==> src/rtl/sample_packer_pkg.sv <==
// Shared constants for the I/Q sample packer and its word FIFO.
package sample_packer_pkg;
  localparam int   WORD_W     = 32;
  localparam logic MODE_2BIT  = 1'b0;
  localparam logic MODE_4BIT  = 1'b1;
  localparam int   SLOTS_2BIT = 8;
  localparam int   SLOTS_4BIT = 4;
endpackage

==> src/rtl/sync_fifo.sv <==
// Single-clock show-ahead FIFO; a push while full is taken only if a pop frees a slot the same edge.
module sync_fifo #(
  parameter int WIDTH = 32,
  parameter int DEPTH = 16
) (
  input  logic             clk,
  input  logic             reset,
  input  logic             push_i,
  input  logic [WIDTH-1:0] din_i,
  input  logic             pop_i,
  output logic [WIDTH-1:0] dout_o,
  output logic             full_o,
  output logic             empty_o
);
  localparam int AW = $clog2(DEPTH);
  localparam logic [AW:0] FULL_CNT = DEPTH[AW:0];

  logic [WIDTH-1:0] mem_q [DEPTH];
  logic [AW-1:0]    wr_q, rd_q;
  logic [AW:0]      cnt_q;
  logic             do_push, do_pop;

  assign empty_o = (cnt_q == '0);
  assign full_o  = (cnt_q == FULL_CNT);
  assign do_pop  = pop_i && !empty_o;
  assign do_push = push_i && (!full_o || do_pop);
  assign dout_o  = mem_q[rd_q];

  always_ff @(posedge clk) begin
    if (do_push) mem_q[wr_q] <= din_i;
  end

  // Pointers wrap naturally because DEPTH is a power of two.
  always_ff @(posedge clk) begin
    if (reset) begin
      wr_q  <= '0;
      rd_q  <= '0;
      cnt_q <= '0;
    end else begin
      if (do_push) wr_q <= wr_q + 1'b1;
      if (do_pop)  rd_q <= rd_q + 1'b1;
      cnt_q <= cnt_q + {{AW{1'b0}}, do_push} - {{AW{1'b0}}, do_pop};
    end
  end
endmodule

==> src/rtl/sample_packer.sv <==
// Packs 2-bit or 4-bit I/Q samples MSB-first into 32-bit words and queues them for the framer.
module sample_packer
  import sample_packer_pkg::*;
#(
  parameter int FIFO_DEPTH = 16,
  parameter int CNT_W      = 16
) (
  input  logic              clk,
  input  logic              reset,
  input  logic              mode,
  input  logic              in_valid,
  input  logic [1:0]        i2,
  input  logic [1:0]        q2,
  input  logic [3:0]        i4,
  input  logic [3:0]        q4,
  output logic [WORD_W-1:0] out_data,
  output logic              out_valid,
  input  logic              out_ready,
  input  logic              clear_overflow,
  output logic              overflow,
  output logic [CNT_W-1:0]  drop_count
);
  logic              cur_mode_q;
  logic [2:0]        slot_q;
  logic [WORD_W-1:0] shreg_q;
  logic              overflow_q;
  logic [CNT_W-1:0]  drop_cnt_q, drop_cnt_d;

  logic              eff_mode, last_slot, push, drop, pop_fire;
  logic              fifo_full, fifo_empty;
  logic [WORD_W-1:0] word_d;

  // The mode input only matters on the first slot; afterwards the latched word mode rules.
  always_comb begin
    eff_mode  = (slot_q == '0) ? mode : cur_mode_q;
    last_slot = (eff_mode == MODE_4BIT) ? (slot_q == 3'(SLOTS_4BIT - 1))
                                        : (slot_q == 3'(SLOTS_2BIT - 1));
    word_d    = (eff_mode == MODE_4BIT) ? {shreg_q[WORD_W-9:0], i4, q4}
                                        : {shreg_q[WORD_W-5:0], i2, q2};
  end

  assign push     = in_valid && last_slot;
  assign pop_fire = out_valid && out_ready;
  assign drop     = push && fifo_full && !pop_fire;

  always_ff @(posedge clk) begin
    if (reset) begin
      cur_mode_q <= MODE_2BIT;
      slot_q     <= '0;
      shreg_q    <= '0;
    end else if (in_valid) begin
      cur_mode_q <= eff_mode;
      slot_q     <= last_slot ? '0 : slot_q + 3'd1;
      shreg_q    <= last_slot ? '0 : word_d;
    end
  end

  // A drop coinciding with a clear restarts the count at one.
  always_comb begin
    drop_cnt_d = drop_cnt_q;
    if (drop)
      drop_cnt_d = clear_overflow ? CNT_W'(1)
                 : (&drop_cnt_q) ? drop_cnt_q : drop_cnt_q + CNT_W'(1);
    else if (clear_overflow)
      drop_cnt_d = '0;
  end

  always_ff @(posedge clk) begin
    if (reset) begin
      overflow_q <= 1'b0;
      drop_cnt_q <= '0;
    end else begin
      if (drop)                overflow_q <= 1'b1;
      else if (clear_overflow) overflow_q <= 1'b0;
      drop_cnt_q <= drop_cnt_d;
    end
  end

  sync_fifo #(.WIDTH(WORD_W), .DEPTH(FIFO_DEPTH)) u_fifo (
    .clk     (clk),
    .reset   (reset),
    .push_i  (push),
    .din_i   (word_d),
    .pop_i   (out_ready),
    .dout_o  (out_data),
    .full_o  (fifo_full),
    .empty_o (fifo_empty)
  );

  assign out_valid  = !fifo_empty;
  assign overflow   = overflow_q;
  assign drop_count = drop_cnt_q;
endmodule

==> config.mk <==
export PLATFORM = sky130hd
export DESIGN_NAME = sample_packer
export DESIGN_NICKNAME = d
export VERILOG_FILES = /design/src/rtl/sample_packer_pkg.sv /design/src/rtl/sync_fifo.sv /design/src/rtl/sample_packer.sv
export SDC_FILE = /design/constraint.sdc
export NUM_CORES = 1
export LEC_CHECK = 0
export ABC_AREA = 1
export BUFFER_PORTS_ARGS = -buffer_cell sky130_fd_sc_hd__clkbuf_2
export CAP_MARGIN = 20
export CORE_MARGIN = 2
export CORE_UTILIZATION = 55
export CTS_BUF_LIST = sky130_fd_sc_hd__clkbuf_4 sky130_fd_sc_hd__clkbuf_8 sky130_fd_sc_hd__clkbuf_16
export DETAILED_ROUTE_END_ITERATION = 7
export PLACE_DENSITY_LB_ADDON = 0.1
export RECOVER_POWER = 25
export SYNTH_ARGS = -nofsm -noshare
export SYNTH_HDL_FRONTEND = slang
export SYNTH_HIERARCHICAL = 1
export SYNTH_SLANG_ARGS = --single-unit
==> constraint.sdc <==
create_clock -name clk -period 9.2 [get_ports clk]
set_clock_uncertainty 0.2 [all_clocks]
set_input_delay 1.38 -clock clk [delete_from_list [all_inputs] [get_ports clk]]
set_output_delay 1.38 -clock clk [all_outputs]
set_load 0.01 [all_outputs]
==> parameters.txt <==
Parameter                              Value

Yosys
  Synth Warn # ... 6
  Cell type contributing the most total cell area after synthesis ... sky130_fd_sc_hd__edfxtp_1
  Syn Nets ... 2639
  Avg Synthesized Cell Area ... 9.85 um2
  Post-synthesis cell type count ... 41
  Fraction of registers with async set/reset ... 0%
  Number of register bits inferred by synthesis ... roughly 580
  Library cell with the highest instance count after synthesis ... sky130_fd_sc_hd__nand2_1
  Largest family of logic cells by synthesized area ... simple AND/OR/NAND/NOR gates
  Number of flops mapped to enable cells by yosys ... 512
  Synthesized-area fraction occupied by xor and xnor cells ... 0.205%
  Top post-synthesis cells by count ... sky130_fd_sc_hd__nand2_1, sky130_fd_sc_hd__edfxtp_1, sky130_fd_sc_hd__inv_1
  Top FF cell, synth ... sky130_fd_sc_hd__edfxtp_1
  Area of the mapped netlist ... between 20000 and 30000 um2
  Adder-cell share of the synthesized area ... 0.760%
  Gate count of the mapped netlist ... 2606
  Post-synthesis compound-gate area fraction ... 1.83%
  Sequential-to-total area share from yosys stat ... between 60% and 70%
  Simple-gate share of the synthesized area ... 22.3%
  Yosys top cell area share ... 59.9%
  Multiplexer share of the synthesized area ... 0.175%
  Cells taking the most area after synthesis ... sky130_fd_sc_hd__edfxtp_1, sky130_fd_sc_hd__nand2_1, sky130_fd_sc_hd__nand3_1

Global route
  Total global-route track usage ... roughly a quarter
  Overflow left after global routing ... 0
  Wire length of the first global-routing pass ... 96000 um
  Pin count of the biggest net entering global routing ... 103
  Via count of the first global-routing pass ... 16700
  Antenna violations before repair ... 0

Detailed routing
  Total DRC errors in the routed layout ... 0
  Number of routed nets with antenna violations ... 0
  Final WL ... 63400 um
  Average routed wire per standard cell ... ~19 um
  Pre-Repair DR Iteration Count ... 5
  Routed vias/inst ... 5.36
  Starting DRT DRC Count ... 1991
  Routed vias ... 17800

Place
  Detailed Place HPWL ... 32000 um
  Final weighted congestion in routability-driven placement ... 0.871
  Count of input and output buffers ... 67
  Post-Place Cell Area ... 26400 um2

Power and ir drop
  Total power density per cell area ... 232 nW/um2
  Leakage power of the design ... around 0.012 uW
  Largest vdd supply drop ... 0.171 mV
  Total Power Consumption ... ~6600 uW

Clock network
  Total setup buffers inserted after CTS ... 0
  Total CTS buffers ... 59
  Clock sinks ... 578
  Depth of the CTS H-tree ... 2
  Clock-pin slew on the worst setup and hold paths ... 0.06 ns
  Insertion delay of the later-clocked pin in the worst-skew pair ... 0.61 ns
  Max Buffers Root-to-Sink ... 3
  Post-cts sizing count ... 0
  Cell chosen for the clock root ... sky130_fd_sc_hd__clkbuf_16
  TritonCTS clock tree ... built
  Quantity of hold-fixing buffers added after cts ... 0

Floorplanning
  # rows ... 79
  Area enclosed by the die boundary ... 48400 um2
  Width of the die ... 220 um
  Starting Density ... about 55%
  Core Footprint ... around 46000 um2
  Top-Level Pins ... ~70
  Height of the die ... 220 um

STA
  Finish-stage setup viols ... 0
  Total count of max-transition violations in the final report ... 92
  Setup total negative slack ... 0 ns
  Max transition margin ... -93.8%
  Post-route fraction of the period consumed by the critical path ... 55.4%
  Number of hold-slack violations in the final timing report ... 0
  Minimum period implied by the final worst setup slack ... 5.10 ns
  Fmax ... 0.196 GHz
  Worst-margin pin slew ... 2.91 ns
  Worst hold slack ... 0.266 ns
  Unrepaired setup endpoints after global routing ... no

Critical path
  CP Data Arrival Time ... 3.52 ns
  CP Data Required Time ... 7.62 ns
  Element type at the critical path start ... flop
  R2r worst-path depth ... 9
  Crit-path max FO ... 93
  CP Class ... reg -> out
  CP Capture Type ... output port

Run status
  Status ... complete, but fails checks
  Failing checks ... capacitance limit, slew limit

Hold path
  Number of cells traversed by the worst hold path ... 2
  Hold crit path type ... reg -> reg

Layout
  Post-Route Utilization ... 61.2%
  Layout overhead on the synthesized area ... 10.6%
  Total inserted antenna cells ... 0
  Fraction of final layout cells with drive strength greater than 1 ... 9.73%
  Cell area after layout ... between 20000 and 30000 um2
  Nets ... 2696

Flow run
  Count of max-cap constraint violations ... 2
[placed cells by master (no fill, tap or decap), drive strengths merged]
cell	count
a21boi	2
a21oi	63
a311oi	1
buf	39
bufinv	3
clkbuf	161
clkinv	28
dfxtp	66
edfxtp	512
fa	1
ha	14
inv	447
mux2	4
nand2	832
nand3	425
nand3b	2
nand4	5
nor2	76
nor3	4
o21ai	18
o21bai	1
or2	2
xnor2	1
xor2	5
[critical path, stage by stage (launching register included)]
cell	delay (ns)
sky130_fd_sc_hd__dfxtp_4	0.55
sky130_fd_sc_hd__inv_6	0.64
sky130_fd_sc_hd__buf_4	0.79
sky130_fd_sc_hd__nand2_1	0.10
sky130_fd_sc_hd__nand2_1	0.10
sky130_fd_sc_hd__nand2_1	0.06
sky130_fd_sc_hd__nand3_1	0.10
sky130_fd_sc_hd__nand3_1	0.09
sky130_fd_sc_hd__nand2_1	0.16
sky130_fd_sc_hd__clkbuf_2	0.16
[state kept, by name, summed over array words and instances, names as in the netlist, named ones only]
register	flops
cur_mode_q	1
drop_count	16
overflow	1
shreg_q	28
slot_q	3
u_fifo/cnt_q	5
u_fifo/mem_q	512
u_fifo/rd_q	4
u_fifo/wr_q	4
[where the power goes]
part	switching (uW)	internal (uW)	total (uW)
registers	46.3	2930	2980
clock network	985	1380	2360
logic	881	376	1260
total	1910	4680	6600
[final cells by class]
class                      instances  area [um2]
multi-input combinational       1456        6590
fill                            3895       18000
clock inverter                    29         219
tap                              607         759
timing repair buffer             119         716
inverter                         449        1690
sequential                       578       16700
clock buffer                      81        1710
[cells by family after synthesis]
| group | count (synthesis) |
|---|---|
| AOI/OAI and AO/OA | 85 |
| xor gates and xnor gates | 6 |
| adders and majority gates | 15 |
| buffers and inverters | 572 |
| DFF | 578 |
| muxes | 4 |
| and+or+nand+nor | 1346 |
[through the flow]
step / setup slack (ns) / std cells
3_3_place_gp: 4.66 / 3194
2_1_floorplan: 4.98 / 2606
3_5_place_dp: 4.69 / 3197
4_1_cts: 4.03 / 3307
5_1_grt: 3.81 / 3319
6_report: 4.10 / 3319
[final timing paths]
path               startpoint            to  slack, ns
hold / removal    shreg_q[10]   shreg_q[10]       0.27
hold reg to reg   shreg_q[10]   shreg_q[10]       0.27
setup / recovery         flop  out_data[16]       4.10
setup reg to reg    slot_q[0]   shreg_q[27]       5.05
[per-layer routing]
metal,part of all wire (%),global-route usage [%],vias up
met5,0,0,-
met4,2.4,7.23,0
met3,8.4,4.03,112
met2,46,42.7,729
met1,43,37.7,8423
li1,-,-,8510
(Power assumes the default switching activity.)
